$ cat config.mk
export PLATFORM = sky130hd
export DESIGN_NAME = fifo_canal
export DESIGN_NICKNAME = d
export VERILOG_FILES = /design/src/rtl/fifo_canal_pkg.sv /design/src/rtl/memoria_fifo.sv /design/src/rtl/fifo_canal.sv
export SDC_FILE = /design/constraint.sdc
export NUM_CORES = 1
export LEC_CHECK = 0
export ABC_AREA = 1
export ABC_CLOCK_PERIOD_IN_PS = 2450
export CAP_MARGIN = 20
export CORE_MARGIN = 4
export CORE_UTILIZATION = 54
export DETAILED_ROUTE_END_ITERATION = 7
export PLACE_DENSITY = 0.78
export SYNTH_ARGS = -nofsm -noshare
export SYNTH_HDL_FRONTEND = slang
export SYNTH_SLANG_ARGS = --single-unit
$ cat constraint.sdc
create_clock -name clk -period 2.45 [get_ports clk]
set_clock_uncertainty 0.2 [all_clocks]
set_input_delay 0.49 -clock clk [delete_from_list [all_inputs] [get_ports clk]]
set_output_delay 0.49 -clock clk [all_outputs]
set_load 0.02 [all_outputs]
$ cat src/rtl/fifo_canal_pkg.sv
//------------------------------------------------------------------------------
//  fifo_canal_pkg
//  Shared definitions for the per-channel FIFO bank. The guarded macro block
//  holds the defaults shared with the 1-to-4 demux and the fifo bank wrapper.
//  The package exposes them as typed localparams, together with the encoding
//  of the operation accepted on each edge.
//  Revision: 1.0 - initial release
//------------------------------------------------------------------------------
`default_nettype none

`ifndef FIFO_CANAL_DEFS
`define FIFO_CANAL_DEFS
`define FIFO_CANAL_DATA_BITS 4
`define FIFO_CANAL_DEPTH     8
`define FIFO_NUM_CANALES     4
`endif

package fifo_canal_pkg;

  // Defaults shared with the demux (DATA_BITS) and the bank wrapper.
  localparam int unsigned C_DATA_BITS_DEF = `FIFO_CANAL_DATA_BITS;
  localparam int unsigned C_DEPTH_DEF     = `FIFO_CANAL_DEPTH;
  localparam int unsigned C_NUM_CANALES   = `FIFO_NUM_CANALES;

  // Operation accepted on a given edge, encoded as {pop_ok, push_ok}.
  typedef enum logic [1:0] {
    OP_NADA  = 2'b00,
    OP_PUSH  = 2'b01,
    OP_POP   = 2'b10,
    OP_AMBOS = 2'b11
  } op_e;

  // DEPTH must be a power of two so that pointers wrap naturally.
  function automatic bit es_pot2(input int unsigned n);
    return (n != 0) && ((n & (n - 1)) == 0);
  endfunction

endpackage

`default_nettype wire

$ cat src/rtl/memoria_fifo.sv
//------------------------------------------------------------------------------
//  memoria_fifo
//  DEPTH x DATA_BITS storage for one FIFO channel. It has one synchronous
//  write port and one registered read port. The array itself is not reset.
//  Only the read data register is cleared, so that the FIFO output reads 0
//  right after reset.
//
//  Ports:
//    clk      - clock, rising edge
//    reset    - asynchronous active-high reset (read register only)
//    we_i     - write enable
//    waddr_i  - write address
//    wdata_i  - write data
//    re_i     - read enable; loads rdata_o on the edge
//    raddr_i  - read address
//    rdata_o  - registered read data (holds when re_i is low)
//  Revision: 1.0 - initial release
//------------------------------------------------------------------------------
`default_nettype none

module memoria_fifo #(
  parameter int DATA_BITS = 4,
  parameter int DEPTH     = 8,
  parameter int ADDR_BITS = $clog2(DEPTH)
) (
  input  logic                 clk,
  input  logic                 reset,
  input  logic                 we_i,
  input  logic [ADDR_BITS-1:0] waddr_i,
  input  logic [DATA_BITS-1:0] wdata_i,
  input  logic                 re_i,
  input  logic [ADDR_BITS-1:0] raddr_i,
  output logic [DATA_BITS-1:0] rdata_o
);

  logic [DATA_BITS-1:0] mem_q [DEPTH];
  logic [DATA_BITS-1:0] rdata_q;

  // Storage array: no reset, plain write port.
  always_ff @(posedge clk) begin
    if (we_i) begin
      mem_q[waddr_i] <= wdata_i;
    end
  end

  // A read and a write to the same address on one edge return the old
  // contents. The full push+pop case depends on this.
  always_ff @(posedge clk or posedge reset) begin
    if (reset) begin
      rdata_q <= '0;
    end else if (re_i) begin
      rdata_q <= mem_q[raddr_i];
    end
  end

  assign rdata_o = rdata_q;

endmodule

`default_nettype wire

$ cat src/rtl/fifo_canal.sv
//------------------------------------------------------------------------------
//  fifo_canal
//  Synchronous FIFO for one demux output channel. It holds the read and
//  write pointers, the occupancy count, the status flags and the sticky
//  error flag. Storage is in memoria_fifo.
//
//  Ports:
//    clk          - clock, rising edge
//    reset        - asynchronous active-high reset
//    push         - write strobe
//    entrada      - write data
//    pop          - read request
//    umbral_alto  - almost-full threshold (conteo >= umbral_alto)
//    umbral_bajo  - almost-empty threshold (conteo <= umbral_bajo)
//    salida       - registered read data, one cycle after an accepted pop
//    valido       - salida holds a word popped on the previous edge
//    conteo       - occupancy, 0..DEPTH
//    lleno/vacio  - full / empty
//    casi_lleno   - almost full
//    casi_vacio   - almost empty
//    error        - sticky overflow/underflow
//  Revision: 1.0 - initial release
//------------------------------------------------------------------------------
`default_nettype none

module fifo_canal
  import fifo_canal_pkg::*;
#(
  parameter int DATA_BITS = C_DATA_BITS_DEF,
  parameter int DEPTH     = C_DEPTH_DEF,
  parameter int ADDR_BITS = $clog2(DEPTH)
) (
  input  logic                 clk,
  input  logic                 reset,
  input  logic                 push,
  input  logic [DATA_BITS-1:0] entrada,
  input  logic                 pop,
  input  logic [ADDR_BITS:0]   umbral_alto,
  input  logic [ADDR_BITS:0]   umbral_bajo,
  output logic [DATA_BITS-1:0] salida,
  output logic                 valido,
  output logic [ADDR_BITS:0]   conteo,
  output logic                 lleno,
  output logic                 vacio,
  output logic                 casi_lleno,
  output logic                 casi_vacio,
  output logic                 error
);

  localparam logic [ADDR_BITS:0]   C_CNT_DEPTH = (ADDR_BITS + 1)'(DEPTH);
  localparam logic [ADDR_BITS:0]   C_CNT_UNO   = (ADDR_BITS + 1)'(1);
  localparam logic [ADDR_BITS-1:0] C_PTR_UNO   = ADDR_BITS'(1);

  logic [ADDR_BITS-1:0] wr_ptr_q, wr_ptr_d;
  logic [ADDR_BITS-1:0] rd_ptr_q, rd_ptr_d;
  logic [ADDR_BITS:0]   conteo_q, conteo_d;
  logic                 valido_q, valido_d;
  logic                 error_q,  error_d;

  logic                 lleno_w;
  logic                 vacio_w;
  logic                 push_ok;
  logic                 pop_ok;
  op_e                  op;

  // Flags come straight from the registered count. They carry no extra latency.
  assign lleno_w = (conteo_q == C_CNT_DEPTH);
  assign vacio_w = (conteo_q == '0);

  // A pop is possible whenever data is present. A push into a full FIFO is
  // still accepted when the pop frees a slot on the same edge. There is no
  // empty bypass: a pop on an empty FIFO is rejected even when a push
  // happens at the same time.
  assign pop_ok  = pop  && !vacio_w;
  assign push_ok = push && (!lleno_w || pop_ok);
  assign op      = op_e'({pop_ok, push_ok});

  always_comb begin
    wr_ptr_d = wr_ptr_q;
    rd_ptr_d = rd_ptr_q;
    conteo_d = conteo_q;

    if (push_ok) begin
      wr_ptr_d = wr_ptr_q + C_PTR_UNO;   // wraps modulo DEPTH (power of two)
    end
    if (pop_ok) begin
      rd_ptr_d = rd_ptr_q + C_PTR_UNO;
    end

    // Occupancy is tracked only here. The pointers are never compared.
    case (op)
      OP_PUSH: conteo_d = conteo_q + C_CNT_UNO;
      OP_POP:  conteo_d = conteo_q - C_CNT_UNO;
      default: conteo_d = conteo_q;
    endcase

    valido_d = pop_ok;
    error_d  = error_q || (push && !push_ok) || (pop && !pop_ok);
  end

  always_ff @(posedge clk or posedge reset) begin
    if (reset) begin
      wr_ptr_q <= '0;
      rd_ptr_q <= '0;
      conteo_q <= '0;
      valido_q <= 1'b0;
      error_q  <= 1'b0;
    end else begin
      wr_ptr_q <= wr_ptr_d;
      rd_ptr_q <= rd_ptr_d;
      conteo_q <= conteo_d;
      valido_q <= valido_d;
      error_q  <= error_d;
    end
  end

  memoria_fifo #(
    .DATA_BITS (DATA_BITS),
    .DEPTH     (DEPTH),
    .ADDR_BITS (ADDR_BITS)
  ) u_memoria (
    .clk     (clk),
    .reset   (reset),
    .we_i    (push_ok),
    .waddr_i (wr_ptr_q),
    .wdata_i (entrada),
    .re_i    (pop_ok),
    .raddr_i (rd_ptr_q),
    .rdata_o (salida)
  );

  assign valido     = valido_q;
  assign conteo     = conteo_q;
  assign lleno      = lleno_w;
  assign vacio      = vacio_w;
  assign casi_lleno = (conteo_q >= umbral_alto);
  assign casi_vacio = (conteo_q <= umbral_bajo);
  assign error      = error_q;

endmodule

`default_nettype wire

Yosys cells after proc, flatten, opt, wreduce, memory -nomap -nowiden. Memory sizes are Yosys's and may differ from the RTL's. A register that Yosys moved wholly into a read port is not among the register bits. Cells that the tools add are included.

Flip-flop bits (word level): 12. RAM bits: 32. Input port bits: 16. Output and inout port bits: 14. Word-level logic and storage cells: 31. Memories: 1.

Add/sub/neg operators: 4. $lt $le $gt $ge: 2. Equality and inequality tests: 3. Muxes and demuxes: 3. Reductions and logical operators: 13.

Memory list: u_memoria.mem_q (depth 8, width 4, rd ports 1, clocked after memory_dff 1, wr ports 1, line memoria_fifo.sv:36) `logic [DATA_BITS-1:0] mem_q [DEPTH];`.

Operators by type and width (count): one-hot mux 4 bit (2 select lines) (1); adder 3 x 1 -> 3 bit (second input constant) (2); adder 4 x 1 -> 4 bit (second input constant) (1); equality test 4 bit (second input constant) (1); greater-or-equal comparator 4 bit (1); less-or-equal comparator 4 bit (1); logical AND 1 bit (4); logical NOT 1 bit (4); logical NOT 4 bit (1); subtractor 4 x 1 -> 4 bit (second input constant) (1); logical OR 1 bit (3); equality test 2 x 1 -> 1 bit (second input constant) (1); equality test 2 bit (second input constant) (1); two-way mux 1 bit (2); nonzero test 2 bit (1).

Longest topological paths before layout. Gate-level depths: netlist of run 1.

Word-level depth: 9. Gate-level depth with buffers: 14. Gate-level depth less buffers: 14.

Cells and area by module. Synthesis of run 1 repeated with hierarchy kept, for this count alone.

Cells, all modules: 257. Area, all modules: 2414.8 µm².

Modules (own cells, without submodules): memoria_fifo (instances 1, cells an instance 158, area an instance 1576.5 µm², seq. area each 1061.0 µm²); fifo_canal (instances 1, cells an instance 99, area an instance 838.3 µm², seq. area each 300.3 µm²).

Worst setup path before layout of run 1. Ideal clock, no wire load.

Kind: reg2reg. Start point: reg conteo_q[3] (netlist: conteo[3]). End point: reg conteo_q[3] (netlist: conteo[3]). Library setup time: 113 ps. Data arrival time: 1852 ps. Required time: 2137 ps. Path slack: 284 ps. Cell stages (with the launch flop): 14. Buffers on the path: 0. Period minus slack after synthesis: 2166 ps. Cell sequence: dfrtp_1 nor2_1 nand2_4 nand2_8 inv_6 nand2_4 inv_1 ha_1 a21oi_1 nand3_1 nand2_1 nand3_1 nand2_1 inv_1.

Cells in the longest elaborated chain, start to end: 7. Elaborated cells on any way between the ends: 13. Classes of those cells: add/sub: 2; eq/ne: 3; mux: 1; reduce/logical: 7.

RTL lines: from (decl) (line fifo_canal.sv:56) `logic [ADDR_BITS:0] conteo_q, conteo_d;`; from (signal assigned) (line fifo_canal.sv:111) `conteo_q <= conteo_d;`; logical NOT 4 bit * (line fifo_canal.sv:68) `assign vacio_w = (conteo_q == '0);`; logical NOT 1 bit * (line fifo_canal.sv:74) `assign pop_ok = pop && !vacio_w;`; logical AND 1 bit * (line fifo_canal.sv:74); via pop_ok (line fifo_canal.sv:63) `logic pop_ok;`; logical OR 1 bit (line fifo_canal.sv:75) `assign push_ok = push && (!lleno_w || pop_ok);`; logical AND 1 bit (line fifo_canal.sv:75); equality test 2 bit / equality test 2 x 1 -> 1 bit (equally long branches) (line fifo_canal.sv:91) `case (op)`; one-hot mux 4 bit (2 select lines) / nonzero test 2 bit (equally long branches).

The timed path passes the listed nets; every way through them passes the cells marked *. A chain may end at the register's enable or synchronous reset.

Worst setup path in the final report of run 1.
Start point: in umbral_bajo[3]. End point: out casi_vacio.

Cells in the longest elaborated chain, start to end: 1.

RTL lines: from (decl) (line fifo_canal.sv:39) `input logic [ADDR_BITS:0] umbral_bajo,`; less-or-equal comparator 4 bit (line fifo_canal.sv:137) `assign casi_vacio = (conteo_q <= umbral_bajo);`; to (decl) (line fifo_canal.sv:46) `output logic casi_vacio,`.

No other way between the ends.

==> results by group, run 1 <==
Status
  – Status: finished, final reports clean

Synth
  – Synth Area per Inst: about 11 sq um
  – Multiplexer share of the synthesized area: 0
  – Area leader, netlist: edfxtp_1
  – Yosys cell types: 29
  – Largest family of logic cells by synthesized area: simple AND/OR/NAND/NOR gates
  – Synth Area in Compound Gates: 0.0882
  – Post-Synth Simple-Gate Area: 0.179
  – Area contributors post-synth: edfxtp_1, dfrtp_1, ha_1, nor2_1, nand2_1
  – Synth Cell Area: roughly 0.0023 sq mm
  – Post-Synthesis Cells: approximately 210
  – Synth warn: 0
  – Post-synth top area share: 0.413
  – Flops & latches, synth: 48
  – Post-synthesis sequential area ratio: 0.585
  – Synthesized net count: about 240
  – XOR/XNOR Fraction of Synth Area: 0.0188
  – Adder-cell share of the synthesized area: 0.0732

STA
  – Max_slew headroom: 0.588
  – Final TNS setup: 0 ps
  – Worst hold margin: 284 ps
  – Fin. max-slew vios: 0
  – Final Hold Fails: 0
  – Actual slew at the worst max-slew pin: about 620 ps
  – Tcrit/Tclk final: 0.996
  – RSZ-0062 raised after global routing: yes
  – Final setup violation count: 0
  – Peak Freq: between 0.4 and 0.5 GHz
  – Post-layout min period: between 2000 and 2500 ps

Detailed routing
  – Antenna Nets Post-Route: 0
  – Metal2 WL: between 2 and 2.5 mm
  – Average wire per standard cell: around 15 um
  – Vias: approximately 1600
  – Uppermost layer routed: met4
  – Routed WL: 4.51 mm
  – Routed wl met3: between 200 and 250 um
  – DR pass1 iterations: 4
  – Drc violations: 0
  – DR vias/cell: roughly 5.2
  – Initial drt markers: about 110
  – Met1 WL: around 2 mm

Critical path
  – CP Data Arrival Time: roughly 1800 ps
  – CP Max Fanout: 2
  – Worst R2R Start: conteo[3]
  – Crit path required time: 1760 ps
  – Critical path type: in -> out
  – Crit. End Element: output pin
  – Worst setup path start: umbral_bajo[3]
  – Crit path to: casi_vacio
  – Worst R2R Path Depth: 14
  – Critical Path Source Type: input port
  – FF-to-FF End: conteo[3]
  – Reg2reg setup slack: between 150 and 200 ps

Final layout
  – Fin area: around 0.0029 sq mm
  – Layout Cells excl Fill: 310
  – Finished Core Util: 0.709
  – Area Growth Syn to Fin: 24.6%
  – Nets@finish: ~290
  – Share of layout cells above drive strength 1: 0.173
  – Antenna diodes: 0

Floorplanning
  – # rows: 23
  – Total I/O pin count: 30
  – Starting Density: 0.569
  – DIE HEIGHT: roughly 74 um
  – DIE AREA: roughly 0.0054 sq mm
  – Die Wd: approximately 74 um
  – CORE AREA: 0.00409 sq mm

Placed design
  – DP Area: ~0.0028 sq mm
  – Port bufs: 29
  – Detailed Place HPWL: between 3 and 4 mm
  – DP Cell Count: 302
  – RD Place Congestion: 0.779

Clock tree
  – Skew-Pair Late Insertion Delay: between 300 and 400 ps
  – Post-CTS Setup Inserts: 0
  – H-tree levels: 2
  – CTS tree: yes
  – Clock sinks: 48
  – Num CTS Buffers: 5
  – Hold Buf Count CTS: 0
  – Clock-pin slew on the worst setup and hold paths: around 80 ps
  – CTS Buffer Depth: 2
  – Clock Tree Root: clkbuf_8

Power and ir drop
  – PwrDens: between 1000 and 1500 mW/mm^2
  – Worst VDD drop: roughly 0.66 mV
  – Leak Pwr: roughly 1.2 nW

GRT
  – Number of global-route vias before repair: 1611
  – First-pass GRT wire length: 7.68 mm
  – Antenna violations before repair: 0
  – Pin count of the biggest net entering global routing: 19
  – Overflow after GRT: 0
  – Total GRT Usage: 0.190

Min path
  – Worst hold-check path type: reg -> reg

Flow run
  – Max_cap viols: 0
[where the power goes]
part	total [W]	internal [W]	leakage [nW]	switching, W
Clock	0.000459	0.000200	0.0428	0.000259
Combinational	0.00145	0.000640	0.715	0.000807
Sequential	0.00125	0.00106	0.475	0.000192
Total	0.00315	0.00190	1.23	0.00126
[worst max-delay path, stage by stage]
cell and delay (ps):
clkdlybuf4s50_1 450, inv_1 60, ha_4 270, nand2_1 70, o21ai_1 160, o21ai_1 90, buf_4 160
[through the flow]
stage | worst slack (ps) | power, W
2_1_floorplan | 284 | 0.00212
3_3_place_gp | -413 | 0.00259
3_5_place_dp | -512 | 0.00266
4_1_cts | 7.82 | 0.00313
5_1_grt | -27.2 | 0.00341
6_report | 10.3 | 0.00315
[cell families after synthesis]
family | after synthesis
DFF | 48
buffers and inverters | 30
AOI/OAI and AO/OA | 35
adders and majority gates | 13
and+or+nand+nor | 82
xor gates and xnor gates | 5
[cell type report]
| cell class | instances | area [sq um] |
|---|---|---|
| clock buffer | 6 | 72.6 |
| clock inverter | 2 | 12.5 |
| fill | 292 | 1190 |
| inverter | 25 | 98.8 |
| multi-input combinational | 135 | 888 |
| sequential | 48 | 1360 |
| tap | 50 | 62.6 |
| timing repair buffer | 44 | 403 |
[cell usage after synthesis]
cell,number
o21ai_1,2
nand3b_1,1
o211ai_1,9
a21oi_2,1
xor2_1,4
nand3_2,1
inv_1,22
xnor2_1,1
nand2_4,5
dfrtp_1,16
edfxtp_1,32
o21ai_0,17
buf_4,2
ha_1,12
nor2_2,1
nand2_1,24
nand3_4,1
o221ai_1,1
inv_6,1
nand2_8,1
nor3b_1,3
nand4_1,1
buf_2,3
inv_2,2
a21oi_1,5
nor2_1,32
fa_1,1
nor3_1,1
nand3_1,11
[how the worst min path moves through the flow]
| stage | startpoint | cells after the start | slack [ps] | endpoint |
|---|---|---|---|---|
| finish | error | 2 | 280 | error |
| global route | error | 2 | 310 | error |
| CTS | error | 2 | 280 | error |
| detailed placement | error | 2 | 270 | error |
| global placement | error | 2 | 260 | error |
| floorplan | reset | 1 | 200 | conteo[0] |
[flip-flops by register name, summed over array words and instances, names as in the netlist]
name,flops
u_memoria.mem_q,32
conteo,4
u_memoria.rdata_o,4
rd_ptr_q,3
wr_ptr_q,3
error,1
valido,1
[timing repair]
item | 4_1_cts | 5_1_grt
pin swaps | 5 | 2
resized for setup | 17 | 10
setup endpoints to repair | 4 | 3
[cell usage in the layout (no fill, tap or decap), types with 3 or more instances in the layout]
cell type / Yosys / final
a21oi_2: 1 / 5
buf_4: 2 / 16
clkbuf_8: 0 / 5
clkdlybuf4s50_1: 0 / 24
dfrtp_1: 16 / 16
edfxtp_1: 32 / 32
ha_1: 12 / 9
ha_4: 0 / 3
inv_1: 22 / 20
inv_2: 2 / 4
nand2_1: 24 / 24
nand2_4: 5 / 5
nand3_1: 11 / 11
nor2_1: 32 / 32
nor3b_1: 3 / 3
o211ai_1: 9 / 9
o21ai_0: 17 / 15
o21ai_1: 2 / 4
xor2_1: 4 / 4
[routing by layer]
| metal | track usage | vias to the layer above |
|---|---|---|
| met5 | 0 | - |
| met4 | 0.0664 | 0 |
| met3 | 0.0506 | 7 |
| met2 | 0.303 | 27 |
| met1 | 0.251 | 769 |
| li1 | - | 814 |
(Power assumes the default switching activity.)
==> run 2: changes to the inputs <==
--- a/config.mk
+++ b/config.mk
@@ -12,6 +12,8 @@
 export CORE_UTILIZATION = 54
 export DETAILED_ROUTE_END_ITERATION = 7
 export PLACE_DENSITY = 0.78
+export REMOVE_ABC_BUFFERS = 1
+export SLEW_MARGIN = 10
 export SYNTH_ARGS = -nofsm -noshare
 export SYNTH_HDL_FRONTEND = slang
 export SYNTH_SLANG_ARGS = --single-unit
==> run 2 against run 1 <==
Against the previous run:
- first-iteration DRC count rose by 3.5%
- non-clock buffer count unchanged
- worst hold slack got worse by 2.7 ps
- routed wire length increased by 2.8%
- register-to-register slack better by 20 ps
- sequential power about the same
- clock-buffer cell count is the same
- setup slack improved by 46 ps
- flip-flop and latch count unchanged
- critical endpoint unchanged
==> results by group, run 2 (same netlist as run 1, synthesis figures left out) <==
Clock tree
  – Skew-Pair Late Insertion Delay: 300 ps (was 310 ps)
  – Clock Tree Root: clkbuf_8 (unchanged)
  – H-tree levels: 2 (unchanged)
  – Clock-pin slew on the worst setup and hold paths: 70 ps (was 80 ps)
  – CTS Buffer Depth: 2 (unchanged)
  – Num CTS Buffers: 5 (unchanged)
  – Post-CTS Setup Inserts: 0 (unchanged)
  – CTS tree: yes (unchanged)
  – Clock sinks: 48 (unchanged)

Detailed routing
  – Average wire per standard cell: 15.0 um (was 14.5 um)
  – DR vias/cell: 5.41 (was 5.22)
  – Antenna Nets Post-Route: 0 (unchanged)
  – Drc violations: 0 (unchanged)
  – Routed WL: 4.64 mm (was 4.51 mm)
  – Initial drt markers: 117 (was 113)
  – DR pass1 iterations: 4 (unchanged)
  – Vias: 1678 (was 1617)

Final layout
  – Area Growth Syn to Fin: 24.7% (was 24.6%)
  – Antenna diodes: 0 (unchanged)
  – Fin area: 0.00290 sq mm (about the same)
  – Most frequent cells in the layout: nor2_1, edfxtp_1, nand2_1, clkdlybuf4s50_1, inv_1 (unchanged)
  – Seq. cell area: 0.00136 sq mm (about the same)
  – Share of layout cells above drive strength 1: 0.177 (was 0.173)
  – Multi-input gate area: 887 sq um (was 888 sq um)
  – Top reg by flops: u_memoria.mem_q (unchanged)
  – Largest register FFs: 32 (unchanged)
  – Nets@finish: 288 (unchanged)
  – Fillers: 291 (was 292)

Critical path
  – Critical Path Source Type: input port (unchanged)
  – Crit path required time: 1760 ps (about the same)
  – CP Max Fanout: 2 (unchanged)
  – CP Data Arrival Time: 1700 ps (was 1750 ps)
  – Crit. End Element: output pin (unchanged)
  – Critical path type: in -> out (unchanged)
  – Worst R2R Path Depth: 14 (unchanged)

GRT
  – First-pass GRT wire length: 7.59 mm (was 7.68 mm)
  – Total GRT Usage: 0.189 (was 0.190)
  – Number of global-route vias before repair: 1613 (was 1611)
  – Overflow after GRT: 0 (unchanged)
  – Antenna violations before repair: 0 (unchanged)
  – Pin count of the biggest net entering global routing: 19 (unchanged)

STA
  – Final TNS setup: 0 ps (unchanged)
  – Max_slew headroom: 0.586 (was 0.588)
  – Post-layout min period: 2390 ps (was 2440 ps)
  – Final setup violation count: 0 (unchanged)
  – Final Hold Fails: 0 (unchanged)
  – Fin. max-slew vios: 0 (unchanged)
  – Tcrit/Tclk final: 0.977 (was 0.996)
  – Peak Freq: 0.418 GHz (was 0.410 GHz)
  – Actual slew at the worst max-slew pin: 621 ps (was 617 ps)

Min path
  – Worst hold-check path type: reg -> reg (unchanged)
  – WHS Path Cells: 2 (unchanged)

Placed design
  – DP Area: 0.00276 sq mm (unchanged)
  – Detailed Place HPWL: 3.28 mm (was 3.34 mm)
  – Port bufs: 29 (unchanged)
  – RD Place Congestion: 0.776 (was 0.779)

Power and ir drop
  – Leak Pwr: 1.24 nW (was 1.23 nW)
  – Worst VDD drop: 0.534 mV (was 0.659 mV)
  – PwrDens: 1090 mW/mm^2 (about the same)

Flow run
  – Max_cap viols: 0 (unchanged)

Floorplanning
  – DIE AREA: 0.00542 sq mm (unchanged)
  – DIE HEIGHT: 73.6 um (unchanged)
  – CORE AREA: 0.00409 sq mm (unchanged)
  – Starting Density: 0.569 (unchanged)
  – Total I/O pin count: 30 (unchanged)
  – # rows: 23 (unchanged)
  – Die Wd: 73.6 um (unchanged)

Status
  – Status: finished, final reports clean (unchanged)
-- run 2: per-layer routing --
layer | vias up | track usage | share of wire
met3 | 6 | 0.0534 | 0.052
met1 | 801 | 0.246 | 0.45
met4 | 0 | 0.0805 | 0.013
met2 | 49 | 0.295 | 0.49
li1 | 822 | - | -
met5 | - | 0 | 0
-- run 2: area by class of cell --
type | count | area share
well taps | 50 | 0.0216
clock inverters | 2 | 0.00431
clock buffers | 6 | 0.0250
inverters | 25 | 0.0341
multi-input cells | 135 | 0.306
repair buffers | 44 | 0.139
flip-flops and latches | 48 | 0.470
-- run 2: path summary, 6_finish.rpt --
check	from	end	slack, ps
max reg2reg	conteo[3]	conteo[3]	210
min reg2reg	error	error	280
max	umbral_bajo[1]	casi_vacio	60
min in group asynchronous	reset	u_memoria.rdata_o[3]	360
max in group asynchronous	reset	conteo[1]	1250
min	error	error	280
-- run 2: worst max-delay path, cell delays in order --
cell and delay [ps]:
clkdlybuf4s50_1 470, inv_1 70, ha_4 240, a21oi_2 130, o21ai_1 70, o21ai_1 70
buf_4 150
-- run 2: where the power goes --
| part | internal [W] | leakage [nW] | switching, W | total [W] |
|---|---|---|---|---|
| clock | 0.000200 | 0.0428 | 0.000251 | 0.000451 |
| sequential | 0.00106 | 0.475 | 0.000167 | 0.00123 |
| combinational | 0.000636 | 0.727 | 0.000837 | 0.00147 |
-- run 2: metrics by stage --
stage                util  hold slack [ps]  cells  worst slack, ps  power (W)
global placement    0.676              264    302             -411    0.00259
CTS                 0.694              287    310             4.36    0.00306
finish              0.710              281    310             56.0    0.00315
detailed placement  0.676              270    302             -443    0.00264
floorplan               -              204    208              284    0.00208
global route        0.710              323    310            -8.67    0.00340
-- run 2: timing repair --
item	CTS	global route
hold buffers	0	0
gates resized for setup	11	17
endpoints found under the setup margin	4	2
pin swaps	1	7
